==> src/rtl/cnn_mac_pkg.sv <==
// Shared types and default widths for the shared-DSP dot-product MAC controller.
package cnn_mac_pkg;

    typedef enum logic [1:0] {
        ST_IDLE  = 2'd0,
        ST_RUN   = 2'd1,
        ST_DRAIN = 2'd2,
        ST_DONE  = 2'd3
    } mac_state_t;

    localparam int DEF_NREQ  = 4;
    localparam int DEF_A_W   = 13;
    localparam int DEF_B_W   = 8;
    localparam int DEF_P_W   = DEF_A_W + DEF_B_W;
    localparam int DEF_ACC_W = 32;
    localparam int DEF_LEN_W = 8;

    // Wraps an index that is known to be below 2*n back into 0..n-1.
    function automatic int unsigned rr_wrap(input int unsigned idx, input int unsigned n);
        return (idx >= n) ? idx - n : idx;
    endfunction

endpackage

==> src/rtl/cnn_mac_mul_pipe.sv <==
// Signed A_W x B_W multiplier with STAGES output registers and a matching valid chain.
module cnn_mac_mul_pipe #(
    parameter int A_W    = 13,
    parameter int B_W    = 8,
    parameter int P_W    = A_W + B_W,
    parameter int STAGES = 1
) (
    input  logic                  clk,
    input  logic                  rst,
    input  logic                  in_valid,
    input  logic signed [A_W-1:0] a,
    input  logic signed [B_W-1:0] b,
    output logic                  out_valid,
    output logic signed [P_W-1:0] p,
    output logic                  busy
);

    logic signed [P_W-1:0] prod_q [STAGES];
    logic [STAGES-1:0]     vld_q;

    // Data registers carry no reset so they can be absorbed into the DSP slice.
    always_ff @(posedge clk) begin
        prod_q[0] <= P_W'(a) * P_W'(b);
        for (int unsigned i = 1; i < STAGES; i++) begin
            prod_q[i] <= prod_q[i-1];
        end
    end

    always_ff @(posedge clk) begin
        if (rst) begin
            vld_q <= '0;
        end else begin
            vld_q[0] <= in_valid;
            for (int unsigned i = 1; i < STAGES; i++) begin
                vld_q[i] <= vld_q[i-1];
            end
        end
    end

    assign out_valid = vld_q[STAGES-1];
    assign p         = prod_q[STAGES-1];
    assign busy      = |vld_q;

endmodule

==> src/rtl/cnn_mac_share_ctrl.sv <==
// Round-robin job arbiter sharing one signed multiplier among NREQ engines as a dot-product MAC.
module cnn_mac_share_ctrl
    import cnn_mac_pkg::*;
#(
    parameter int NREQ       = DEF_NREQ,
    parameter int A_W        = DEF_A_W,
    parameter int B_W        = DEF_B_W,
    parameter int P_W        = A_W + B_W,
    parameter int ACC_W      = DEF_ACC_W,
    parameter int LEN_W      = DEF_LEN_W,
    parameter int MUL_STAGES = 1
) (
    input  logic                      ap_clk,
    input  logic                      ap_rst,
    input  logic [NREQ-1:0]           req_valid,
    input  logic [NREQ*LEN_W-1:0]     req_len,
    output logic [NREQ-1:0]           req_ready,
    input  logic [NREQ-1:0]           op_valid,
    input  logic [NREQ*A_W-1:0]       op_a,
    input  logic [NREQ*B_W-1:0]       op_b,
    output logic [NREQ-1:0]           op_ready,
    output logic                      res_valid,
    input  logic                      res_ready,
    output logic [ACC_W-1:0]          res_data,
    output logic [$clog2(NREQ)-1:0]   res_id
);

    localparam int ID_W = $clog2(NREQ);

    mac_state_t state, state_nxt;

    logic [ID_W-1:0]         rr_ptr;
    logic [ID_W-1:0]         gid;
    logic [ID_W-1:0]         arb_id;
    logic [ID_W-1:0]         rr_next;
    logic                    arb_hit;
    logic [LEN_W-1:0]        grant_len;
    logic [LEN_W-1:0]        len_q;
    logic [LEN_W-1:0]        cnt;
    logic signed [ACC_W-1:0] acc;
    logic signed [ACC_W-1:0] res_q;
    logic [ID_W-1:0]         res_id_q;

    logic                    grant;
    logic                    op_fire;
    logic                    last_pair;
    logic signed [A_W-1:0]   sel_a;
    logic signed [B_W-1:0]   sel_b;
    logic                    pipe_vld;
    logic                    pipe_busy;
    logic signed [P_W-1:0]   pipe_p;
    logic signed [ACC_W-1:0] p_ext;

    // Round-robin search: first requester at or above rr_ptr, wrapping.
    always_comb begin
        logic [ID_W-1:0] cand;
        arb_hit = 1'b0;
        arb_id  = '0;
        cand    = '0;
        for (int unsigned k = 0; k < NREQ; k++) begin
            cand = ID_W'(rr_wrap(32'(rr_ptr) + k, NREQ));
            if (!arb_hit && req_valid[cand]) begin
                arb_hit = 1'b1;
                arb_id  = cand;
            end
        end
    end

    assign rr_next   = ID_W'(rr_wrap(32'(arb_id) + 1, NREQ));
    assign grant_len = req_len[arb_id*LEN_W +: LEN_W];
    assign grant     = (state == ST_IDLE) && arb_hit && !ap_rst;
    assign op_fire   = (state == ST_RUN) && op_valid[gid];
    assign last_pair = (cnt == len_q - 1'b1);
    assign sel_a     = op_a[gid*A_W +: A_W];
    assign sel_b     = op_b[gid*B_W +: B_W];
    assign p_ext     = ACC_W'(pipe_p);

    always_comb begin
        state_nxt = state;
        req_ready = '0;
        op_ready  = '0;
        res_valid = 1'b0;
        case (state)
            ST_IDLE: begin
                if (grant) begin
                    req_ready[arb_id] = 1'b1;
                    state_nxt = (grant_len == '0) ? ST_DONE : ST_RUN;
                end
            end
            ST_RUN: begin
                op_ready[gid] = 1'b1;
                if (op_fire && last_pair) begin
                    state_nxt = ST_DRAIN;
                end
            end
            ST_DRAIN: begin
                if (!pipe_busy) begin
                    state_nxt = ST_DONE;
                end
            end
            ST_DONE: begin
                res_valid = 1'b1;
                if (res_ready) begin
                    state_nxt = ST_IDLE;
                end
            end
            default: state_nxt = ST_IDLE;
        endcase
    end

    always_ff @(posedge ap_clk) begin
        if (ap_rst) begin
            state    <= ST_IDLE;
            rr_ptr   <= '0;
            gid      <= '0;
            len_q    <= '0;
            cnt      <= '0;
            acc      <= '0;
            res_q    <= '0;
            res_id_q <= '0;
        end else begin
            state <= state_nxt;
            if (grant) begin
                gid    <= arb_id;
                len_q  <= grant_len;
                cnt    <= '0;
                rr_ptr <= rr_next;
            end else if (op_fire) begin
                cnt <= cnt + 1'b1;
            end
            if (grant) begin
                acc <= '0;
            end else if (pipe_vld) begin
                acc <= acc + p_ext;
            end
            // Result is frozen on DONE entry; DRAIN only exits once acc holds the final sum.
            if (state_nxt == ST_DONE && state != ST_DONE) begin
                res_q    <= (state == ST_IDLE) ? '0 : acc;
                res_id_q <= (state == ST_IDLE) ? arb_id : gid;
            end
        end
    end

    assign res_data = res_q;
    assign res_id   = res_id_q;

    cnn_mac_mul_pipe #(
        .A_W    (A_W),
        .B_W    (B_W),
        .P_W    (P_W),
        .STAGES (MUL_STAGES)
    ) u_mul_pipe (
        .clk       (ap_clk),
        .rst       (ap_rst),
        .in_valid  (op_fire),
        .a         (sel_a),
        .b         (sel_b),
        .out_valid (pipe_vld),
        .p         (pipe_p),
        .busy      (pipe_busy)
    );

endmodule

==> config.mk <==
export PLATFORM = sky130hd
export DESIGN_NAME = cnn_mac_share_ctrl
export DESIGN_NICKNAME = d
export VERILOG_FILES = /design/src/rtl/cnn_mac_pkg.sv /design/src/rtl/cnn_mac_mul_pipe.sv /design/src/rtl/cnn_mac_share_ctrl.sv
export SDC_FILE = /design/constraint.sdc
export NUM_CORES = 1
export LEC_CHECK = 0
export BUFFER_PORTS_ARGS = -buffer_cell sky130_fd_sc_hd__buf_2
export CAP_MARGIN = 20
export CELL_PAD_IN_SITES_DETAIL_PLACEMENT = 2
export CELL_PAD_IN_SITES_GLOBAL_PLACEMENT = 2
export CORE_ASPECT_RATIO = 0.8
export CORE_MARGIN = 4
export CORE_UTILIZATION = 32
export CTS_CLUSTER_DIAMETER = 150
export DETAILED_ROUTE_END_ITERATION = 6
export GPL_ROUTABILITY_DRIVEN = 0
export PLACE_DENSITY = 0.76
export RECOVER_POWER = 50
export SYNTH_ARGS = -nofsm -noshare
export SYNTH_HDL_FRONTEND = slang
export SYNTH_SLANG_ARGS = --single-unit
==> constraint.sdc <==
create_clock -name ap_clk -period 6.4 [get_ports ap_clk]
set_input_delay 0.64 -clock ap_clk [delete_from_list [all_inputs] [get_ports ap_clk]]
set_output_delay 0.64 -clock ap_clk [all_outputs]
set_load 0.05 [all_outputs]
# Yosys cells after proc, flatten, opt, wreduce, memory -nomap -nowiden
# Memory sizes are Yosys's and may differ from the RTL's.
# Cells that the tools add are included.
# Widths: inputs -> output; s select.
word_totals:
  inputBits: 127
  ramBits: 21
  reg_bits: 89
  memories: 1
classes:
  shift: 3
  eq_ne: 6
  n_reduce_logical: 17
  multipliers: 2
  n_mux: 39
  order_cmp: 13
  n_addsub: 12
memory_table:
  columns: ["memory", "depth", "word_bits", "rd", "rd_clocked_by_memory_dff", "wr", "line_no", "text"]
  rows:
  - ["u_mul_pipe.prod_q", 1, 21, 1, 0, 1, "cnn_mac_mul_pipe.sv:18", "logic signed [P_W-1:0] prod_q [STAGES];"]
op_table:
  columns: ["operator", "n"]
  rows:
  - ["$shiftx 32x6->8", 2]
  - ["$shiftx 52x7->13", 1]
  - ["$add 32x21->32", 1]
  - ["$mux 32", 1]
  - ["$mux 2", 15]
  - ["$mul 13x8->21", 1]
  - ["$lt 2x3->1 const B", 6]
  - ["$ge 3x3->1 const B", 4]
  - ["$mux 1", 12]
  - ["$mux 4", 3]
  - ["$bmux 1 s2", 5]
  - ["$logic_and 1x1->1", 10]
  - ["$sub 2x1->2 const B", 5]
  - ["$add 8x1->8 const B", 1]
  - ["$eq 8x8->1", 1]
  - ["$logic_not 8->1", 1]
  - ["$pmux 2 s4", 1]
  - ["$sub 8x1->8 const B", 1]
  - ["$add 2x1->3 const B", 2]
  - ["$add 2x2->3 const B", 2]
  - ["$eq 2x2->1 const B", 3]
  - ["$mul 2x4->6 const B", 1]
  - ["$demux 1 s2", 2]
  - ["$ge 2x1->1 const B", 2]
  - ["6 further kinds", 9]

# Depth between registers and ports, before layout
# Gate-level depths: netlist of the first run.
logic_depth:
  ltp_word: 21
  depth_mapped: 23
  mapped_depth_nobuf: 20

# Cells and area by module
# A second synthesis of the first run with hierarchy kept.
unflattened:
  cells_unflattened: 1230
  area_unflattened_um2: 10608.9
modules_own_cells:
  columns: ["module", "seq_area_each_um2", "cells_each", "n_inst", "area_per_inst_um2"]
  rows:
  - ["cnn_mac_share_ctrl", 1761.7, 742, 1, 6239.7]
  - ["cnn_mac_mul_pipe", 440.4, 488, 1, 4369.2]

# Worst setup path after synthesis of the first run
# No wires, ideal clock.
synth_path:
  path_kind: "reg-to-reg"
  startpoint: "reg gid[0]"
  endpoint: "mem u_mul_pipe.prod_q[0][20] (netlist name)"
  arrival_ns: 5.963
  period_less_slack_ns: 6.035
  path_buffers: 2
  stages_incl_launch_ff: 21
  setup_slack_ns: 0.365
  t_required_ns: 6.328
  cell_sequence: "dfxtp_1 buf_1 buf_2 mux4_2 or2_2 fa_1 fa_1 inv_1 fa_1 inv_1 fa_1 inv_1 ha_1 o21ai_0 a21oi_1 o211ai_1 a21oi_1 o31ai_1 o2111ai_1 a21oi_1 xnor2_1"
synth_via:
  elab_chain_len: 3
  word_cells_on_any_way: 4
  cone_classes: "2 x mul; 2 x shift"
synth_lines:
  columns: ["element", "line_no", "text"]
  rows:
  - ["start: declaration", "cnn_mac_share_ctrl.sv:33", "logic [ID_W-1:0] gid;"]
  - ["start signal: assignment", "cnn_mac_share_ctrl.sv:124", "gid <= arb_id;"]
  - ["$mul 2x4->6", "cnn_mac_share_ctrl.sv:74", "assign sel_a = op_a[gid*A_W +: A_W];"]
  - ["$shiftx 52x7->13", "cnn_mac_share_ctrl.sv:74", null]
  - ["$mul 13x8->21 (*)", "cnn_mac_mul_pipe.sv:23", "prod_q[0] <= P_W'(a) * P_W'(b);"]
  - ["end: declaration", "cnn_mac_mul_pipe.sv:18", null]
# Every way passes the cells marked *; elsewhere a longest branch is shown, timed or not.

# Worst setup path in the final report of the first run
layout_path:
  startpoint: "reg gid[1]"
  endpoint: "mem u_mul_pipe.prod_q[0][20] (netlist name)"
# Same word-level chain as after synthesis.

==> metrics list, run 1 <==
* Outcome: finished, violations left
- Failing checks: capacitance limit, slew limit
- Peak fanout along the critical path: 13
- Root Buffer: sky130_fd_sc_hd__clkbuf_16
* Hold crit path type: reg2reg
- Cells taking the most area after synthesis: sky130_fd_sc_hd__dfxtp_1 21%, sky130_fd_sc_hd__fa_1 16%, sky130_fd_sc_hd__ha_1 9.1%
- Met3 track utilization from global routing: 2.64%
- At the pin with the least slew margin, the transition time is approximately 1.9 ns.
- TritonCTS built the clock tree.
- Wires add up to about 32000 um.
* Commonest register cell after synthesis: sky130_fd_sc_hd__dfxtp_1
* Starting density of the core: about a third
* Power density of the placed cells: roughly 530 nW/um2
* Final count of hold timing violations: 0
* Number of standard-cell rows in the floorplan: between 50 and 60
* Yosys warns: 0
* Setup repair after global routing missed its margin: no
- PnR worst setup slack: 0.520 ns
* Die Span X: between 200 and 250 um
- After synthesis, flip-flops and latches occupy around a fifth of the total area.
- By startpoint and endpoint, the worst setup path is classified as reg2reg.
- Counting along the longest clock path gives a buffer depth of 2.
* Number of enable-type register cells in the synthesized netlist: 0
- Sum of overflow across all layers after global routing: 0
- Counting every net in the synthesized netlist gives around 1500.
* Filler-free cell count of the finished design: about 1800
- Total power for the finished layout comes to approximately 6300 uW.
* H-tree depth: 3
- Share of the synthesized area in the top cell type: roughly a fifth
- In this run the cell area of the synthesized design comes to roughly 11000 um2.
- Detailed routing inserted a total of approximately 8900 vias.
- Period Utilization, post-route: 91.9%
* Number of DRC markers after the initial detailed-route iteration: between 300 and 400
- For this run, the top clock speed supported by timing is about 170 MHz.
- Cts bufs inserted: 9
- Signed area change from the synthesized netlist to the final layout: 14.1%
- After synthesis the netlist holds a flip-flop and latch count of 110.
- Number of filler instances in the final layout: 3758
- Clock Latency Late Sink: ~0.36 ns
- Count of port buffers added during placement: around 170
* Most frequent cell after synthesis: sky130_fd_sc_hd__inv_1
- In this run, post-CTS hold repair placed 0 buffers.
- Average size of a mapped cell: ~8.7 um2
* Routed length per instance: 18.3 um
- The repair_antennas step left the layout with diodes totalling 0.
- STA puts the critical path data arrival time at just over 6 ns.
- Once the clock tree was built, the resizer swapped 0 gates to a different size.
- Headroom to the max-slew limit came out at -25.1%.
- Setup violations, final: 0
- Largest net degree at the start of global routing: 56
- For the final database, setup skew stands at slightly above 0.009 ns.
- Setup TNS: 0 ns
- FFs w/ async S/R, synth: 0%
- Count of clock tree sinks: 110
* Global router's overall resource usage: ~18%
- Die footprint: 35800 um2
- The clock period could shrink to ~6 ns.
* Post-placement setup slack: between 0.3 and 0.4 ns
- The global routing stage identified its most utilized layer as met2.
* Initial antenna violation count: 0
* Cell type with the highest aggregate area in the netlist: sky130_fd_sc_hd__dfxtp_1
- Clock-pin slew was measured on the worst setup and hold paths at approximately 0.070 ns.
- For this design the top-level I/O count stands at 170.
- At the worst endpoint, the required time is approximately 6.7 ns.
- Once layout is complete, the utilization of the core stands at 37.0%.
- In the final layout, the share of cells above drive strength 1 is ~15%.
- Once detail routing completed, the nets flagged for antenna violations numbered 0.
- Synthesis handed over a netlist of between 1000 and 1500 instances.
- Buffer count from post-CTS setup fixing: 0
* Met2 GRT Util: 31.6%
- Dividing the detail-routed via count by the number of cells gives approximately 5.0.
- VDD sags by at most 0.324 mV.
* NumNets Final: 1628
* Global-route wire length before repair: between 50000 and 60000 um
- DRC errors left: 0
* Kind of start point of the critical path: register
* Number of violations of the max-capacitance limit: 2
- Counting distinct cell types in the post-synthesis netlist gives 71.
- Global-route met1 utilization: approximately a quarter
* Most instantiated cells after synthesis: 149 x sky130_fd_sc_hd__inv_1, 110 x sky130_fd_sc_hd__dfxtp_1, 92 x sky130_fd_sc_hd__nand2_1
* Sum of net half-perimeters after detailed placement: 26700 um
* Kind of end point of the critical path: register
- Leakage power: 0.00532 uW
- The number of placed instances, taps included, is about 1800.
- DR pass1 iterations: 4
- Pins Over Slew Limit: 52
- In this run the standard cell core region covers ~32000 um2.
* Via count of the first global-routing pass: 9955
- Chip height: approximately 170 um
cell type report:
type | instances | area, um2 | area share, %
Sequential cell | 110 | 2200 | 18.4
Timing Repair Buffer | 180 | 871 | 7.27
Clock buffer | 12 | 246 | 2.06
Multi-Input combinational cell | 887 | 7480 | 62.5
Clock inverter | 4 | 70.1 | 0.585
Inverter | 151 | 568 | 4.74
Tap cell | 427 | 534 | 4.46
critical path, cell delays in order, from the launching register on:
cell and delay (ns):
sky130_fd_sc_hd__dfxtp_1 0.55, sky130_fd_sc_hd__clkbuf_1 0.43, sky130_fd_sc_hd__mux4_2 0.53, sky130_fd_sc_hd__nand2_1 0.15, sky130_fd_sc_hd__fa_1 0.46, sky130_fd_sc_hd__fa_1 0.55, sky130_fd_sc_hd__inv_1 0.07, sky130_fd_sc_hd__fa_1 0.53
sky130_fd_sc_hd__inv_1 0.06, sky130_fd_sc_hd__fa_1 0.53, sky130_fd_sc_hd__inv_1 0.05, sky130_fd_sc_hd__ha_1 0.33, sky130_fd_sc_hd__o21ai_0 0.13, sky130_fd_sc_hd__a21oi_1 0.16, sky130_fd_sc_hd__o211ai_1 0.24, sky130_fd_sc_hd__a21oi_1 0.14
sky130_fd_sc_hd__o31ai_2 0.38, sky130_fd_sc_hd__o2111ai_1 0.17, sky130_fd_sc_hd__a21oi_1 0.21, sky130_fd_sc_hd__xnor2_1 0.14
layer usage:
layer | vias to the layer above | share of wire (%)
met5 | - | 0
met4 | 0 | 0.57
met3 | 13 | 3.1
met2 | 135 | 48
met1 | 4472 | 48
li1 | 4293 | -
kinds of logic (layout without fill, tap and decap cells):
kind of cell | after synthesis | after routing | share of synthesized area [%]
compound gates | 212 | 212 | 13.9
xor+xnor | 61 | 61 | 5.09
buf+inv | 204 | 347 | 7.71
mux | 49 | 49 | 7.19
simple gates | 403 | 403 | 19.7
fa+ha+maj | 162 | 162 | 25.5
flops | 110 | 110 | 21.0
report_power, final:
group | switching, uW | internal, uW | total (uW) | leakage (uW)
combinational | 2730 | 2040 | 4770 | 0.00427
clock | 262 | 353 | 615 | 0.000157
sequential | 74.3 | 845 | 919 | 0.000898
total | 3070 | 3240 | 6300 | 0.00532
cells in the final DEF, fill, tap and decap left out, types with 19 or more instances in the layout:
| cell type | netlist | final |
|---|---|---|
| sky130_fd_sc_hd__inv_1 | 149 | 150 |
| sky130_fd_sc_hd__buf_2 | 7 | 129 |
| sky130_fd_sc_hd__dfxtp_1 | 110 | 108 |
| sky130_fd_sc_hd__nand2_1 | 92 | 92 |
| sky130_fd_sc_hd__fa_1 | 86 | 86 |
| sky130_fd_sc_hd__nor2_1 | 82 | 81 |
| sky130_fd_sc_hd__ha_1 | 76 | 76 |
| sky130_fd_sc_hd__and2_1 | 61 | 59 |
| sky130_fd_sc_hd__nand3_1 | 48 | 48 |
| sky130_fd_sc_hd__o21ai_0 | 45 | 45 |
| sky130_fd_sc_hd__nand2b_1 | 44 | 44 |
| sky130_fd_sc_hd__clkbuf_1 | 35 | 44 |
| sky130_fd_sc_hd__xnor2_1 | 42 | 42 |
| sky130_fd_sc_hd__a21oi_1 | 38 | 38 |
| sky130_fd_sc_hd__o211ai_1 | 34 | 34 |
| sky130_fd_sc_hd__mux2i_1 | 27 | 27 |
| sky130_fd_sc_hd__o21ai_1 | 22 | 22 |
| sky130_fd_sc_hd__mux4_2 | 21 | 21 |
| sky130_fd_sc_hd__xor2_1 | 19 | 19 |
worst paths after layout:
path | start | to | slack (ns) | depth (start not counted)
worst max-delay path | gid[1] | u_mul_pipe.prod_q[0][20] | 0.52 | 19
worst min-delay path | res_data[21] | res_data[21] | 0.47 | 2
worst max register to register | gid[1] | u_mul_pipe.prod_q[0][20] | 0.52 | 19
worst min register to register | res_data[21] | res_data[21] | 0.47 | 2
flip-flops by register name, summed over array words and instances (netlist names):
signal	cells
acc	32
cnt	8
gid	2
len_q	8
res_data	32
res_id	2
rr_ptr	2
state	2
u_mul_pipe.busy	1
u_mul_pipe.prod_q	21
stage by stage:
step                hold WS [ns]  instance area [um2]
floorplan                  0.444                10500
global placement           0.453                11700
detailed placement         0.460                11700
CTS                        0.472                12100
global route               0.494                12000
finish                     0.467                12000
Power figures use the tool's default switching activity.
==> inputs of run 2 (changes only) <==
Settings changed: PLACE_DENSITY 0.76 to not set, PLACE_DENSITY_LB_ADDON set to 0.1.
==> run 2 against run 1 <==
  * The run still ends with capacitance limit, slew limit left
  * First-iteration DRC count is 21% lower
  * Fmax is 2.5% lower
  * Die area stayed put
  * Combinational power is 4% lower
  * Critical path depth stayed put
  * Clock skew is 0.0017 ns higher
  * Sequential share of layout area hardly changed
  * Largest cell class unchanged
  * Core utilization hardly changed
  * Via count is 0.46% lower
  * Critical path type unchanged
  * Setup slack worse by 0.15 ns
==> metrics list, run 2 (same netlist as run 1, synthesis figures left out) <==
* Switching part of the total power: 48.5% (-0.18 points)
- Final Instance Area: 12000 um2 (-0.10%)
- In this run the critical register-to-register path is captured at u_mul_pipe.prod_q[0][20].
- Cell type group with the largest total delay on the critical path: adder cells
- Largest net degree at the start of global routing: 56 (unchanged)
- Area of the core: 32400 um2 (unchanged)
- Transition time of the tightest slew-check pin: 1.94 ns (+0.0640 ns)
* Filler-free cell count of the finished design: 1770 (-0.056%)
- NumNets Final: 1628 (unchanged)
* Number of filler instances in the final layout: 3750 (-0.21%)
- The met1 routed wirelength after detailed routing came to 16100 um (+3.6%).
- The met2 wire length came to 14100 um (-9.7%).
- Count of clock tree sinks: 110 (unchanged)
* Die Span X: 211 um (unchanged)
* Worst ir drop on vdd: 0.352 mV (+8.8%)
- Cts bufs inserted: 9 (unchanged)
- The number of buffers inserted by hold repair at cts was 0 (unchanged).
- Pins Over Slew Limit: 52 (unchanged)
- Leading cell types in the layout, fill and taps excluded: 150 x sky130_fd_sc_hd__inv_1, 129 x sky130_fd_sc_hd__buf_2, 108 x sky130_fd_sc_hd__dfxtp_1
* Maximum frequency from static timing analysis: 166 MHz (-2.5%)
* Master of the slowest instance on the critical path: sky130_fd_sc_hd__mux4_2
* Cell area after placement: 11800 um2 (+0.15%)
- Proportion of power drawn by combinational gates: 75.7% (about the same)
* Last element of the critical path: u_mul_pipe.prod_q[0][20]
- The port buffer count came to 169 (unchanged).
- The time the worst path needs with I/O delays and setup was 6.03 ns (+0.151 ns).
* Top-level port count: 170 (unchanged)
- Setup repair after global routing left no endpoint under its margin.
- Root Buffer: sky130_fd_sc_hd__clkbuf_16
- Design internal power: 3120 uW (-3.5%)
- Total instance count after detailed placement: 1755 (unchanged)
- The clock skew after layout came to 0.0110 ns (+0.00174 ns).
- Bufs and invs on worst path: 3 (-1)
* Setup violations, final: 0 (unchanged)
- The die outline area came to 35800 um2 (unchanged).
- Starting density of the core: 32.4% (unchanged)
- The total leakage power is 0.00531 uW (-0.21%).
- Sum of overflow across all layers after global routing: 0 (unchanged)
* Global router's overall resource usage: 17.6% (-0.68 points)
* Fraction of final layout cells sized beyond drive strength 1: 15.0% (+0.16 points)
- The part of the total power dissipated in the clock network was 9.3% (-0.5 points).
- The wire length of the first global-routing pass is 51600 um (-3.5%).
- Peak fanout along the critical path: 20 (+7)
- H-tree depth: 3 (unchanged)
- The setup path with the least slack is of type reg2reg.
* DR pass1 iterations: 4 (unchanged)
- Tracing the worst setup path back leads to its startpoint at gid[0].
* Vias after detailed routing: 8872 (-0.46%)
* Count of antenna-violating nets left after detailed routing: 0 (unchanged)
- Buffer count from post-CTS setup fixing: 0 (unchanged)
* Period Utilization, post-route: 94.2% (+2.4 points)
* Final-layout worst hold slack: 0.469 ns (+0.00229 ns)
* Tightest slew margin relative to the limit: -29.3% (-4.3 points)
- The die height came to 170 um (unchanged).
- Number of violations of the max-capacitance limit: 2 (unchanged)
- Met3 wire length: 976 um (-1.3%)
* Failing checks: capacitance limit, slew limit
- The number of cells on the critical path was 19 (unchanged).
- The run finished, with violations left.
- The detailed-route wire length came to 31400 um (-2.9%).
- Number of standard-cell rows in the floorplan: 59 (unchanged)
* # resized after CTS: 0 (unchanged)
- The register-to-register setup slack is 0.37 ns (-0.15 ns).
* Antenna Cells: 0 (unchanged)
* Clock tree from TritonCTS: built
- Clock Latency Late Sink: 0.37 ns (about the same)
- Initial antenna violation count: 0 (unchanged)
- The overall power of the completed layout was 6060 uW (-3.8%).
- Sum of net half-perimeters after detailed placement: 25600 um (-4.1%)
- The arrival time at the worst endpoint is 6.33 ns (+0.16 ns).
- Routed vias/inst: 5.01 (-0.40%)
* Kind of end point of the critical path: register
* CP cell instances: buf_12, mux4_2, and2_1, fa_1, ha_1, inv_1, fa_1, fa_1, inv_1, ha_1, nor2b_1, o21ai_0, a21oi_1, o211ai_1, a21oi_1, o31ai_1, o2111ai_1, a21oi_1, xnor2_1
- The power density relative to cell area is 507 nW/um2 (-3.7%).
* Startpoint of the worst hold path: res_data[24]
- The clock-pin slew reported for the worst setup and hold paths after clock tree synthesis is 0.08 ns (about the same).
* Setup TNS: 0 ns (unchanged)
* Via count of the first global-routing pass: 9716 (-2.4%)
- The worst reg-to-reg path cell count is 19 (unchanged).
- The worst endpoint required time was 6.70 ns (about the same).
* Net Switching: 2940 uW (-4.2%)
- Worst reg2reg path startpoint: gid[0]
- Hold crit path type: reg2reg
- The wire length per cell was 17.7 um (-2.9%).
* Crit-path max cell delay: 0.70 ns (+0.15 ns)
- Final count of hold timing violations: 0 (unchanged)
- DRC errors left: 0 (unchanged)
* Top layer reached by signal wires: met4
* Kind of start point of the critical path: register
- Leading cell type in the layout, fill and taps excluded: sky130_fd_sc_hd__inv_1
- The area growth from synthesis to layout is 13.9%.
- The number of design-rule violations left by the first detailed-router iteration is 260 (-21%).
- The buffer depth of the longest clock path is 2 (unchanged).
* Relative contribution of sequential cells to total power: 15.1% (+0.5 points)
-- run 2: final cells by class --
| class | instances | area [um2] | share of cell area [%] |
|---|---|---|---|
| multi-input combinational | 887 | 7490 | 62.6 |
| inverter | 151 | 568 | 4.75 |
| tap | 427 | 534 | 4.47 |
| sequential | 110 | 2200 | 18.4 |
| timing repair buffer | 180 | 883 | 7.38 |
| clock buffer | 10 | 239 | 2.00 |
| clock inverter | 5 | 42.5 | 0.356 |
-- run 2: metrics by stage --
| stage | setup slack [ns] | utilization (%) |
|---|---|---|
| 2_1_floorplan | 0.365 | - |
| 3_3_place_gp | 0.389 | 36.3 |
| 3_5_place_dp | 0.325 | 36.3 |
| 4_1_cts | 0.347 | 37.1 |
| 5_1_grt | 0.0331 | 36.9 |
| 6_report | 0.370 | 36.9 |
-- run 2: how the worst min path moves through the flow --
stage | to | slack (ns) | depth (start not counted)
floorplan | acc[31] | 0.44 | 2
global placement | res_data[21] | 0.45 | 2
detailed placement | res_data[25] | 0.46 | 2
CTS | res_data[25] | 0.47 | 2
global route | res_data[23] | 0.50 | 2
finish | res_data[24] | 0.47 | 2
-- run 2: power by group through the flow --
stage                     Clock [uW]  Sequential [uW]  Combinational (uW)
after floorplan                    0              897                3610
after global placement             0              930                4550
after detailed placement           0              933                4680
after CTS                        592              917                4720
after global routing             617              924                5290
final                            563              913                4590
-- run 2: worst reg2reg max path, cell delays in order (launching register included) --
cell	delay (ns)
sky130_fd_sc_hd__dfxtp_2	0.51
sky130_fd_sc_hd__buf_12	0.25
sky130_fd_sc_hd__mux4_2	0.71
sky130_fd_sc_hd__and2_1	0.23
sky130_fd_sc_hd__fa_1	0.48
sky130_fd_sc_hd__ha_1	0.30
sky130_fd_sc_hd__inv_1	0.05
sky130_fd_sc_hd__fa_1	0.50
sky130_fd_sc_hd__fa_1	0.54
sky130_fd_sc_hd__inv_1	0.04
sky130_fd_sc_hd__ha_1	0.32
sky130_fd_sc_hd__nor2b_1	0.14
sky130_fd_sc_hd__o21ai_0	0.22
sky130_fd_sc_hd__a21oi_1	0.16
sky130_fd_sc_hd__o211ai_1	0.26
sky130_fd_sc_hd__a21oi_1	0.15
sky130_fd_sc_hd__o31ai_1	0.57
sky130_fd_sc_hd__o2111ai_1	0.20
sky130_fd_sc_hd__a21oi_1	0.20
sky130_fd_sc_hd__xnor2_1	0.13
-- run 2: routing by layer --
layer	vias to the layer above	global-route usage, %
li1	4292	-
met1	4457	25.7
met2	106	28.0
met3	17	3.06
met4	0	2.42
met5	-	0
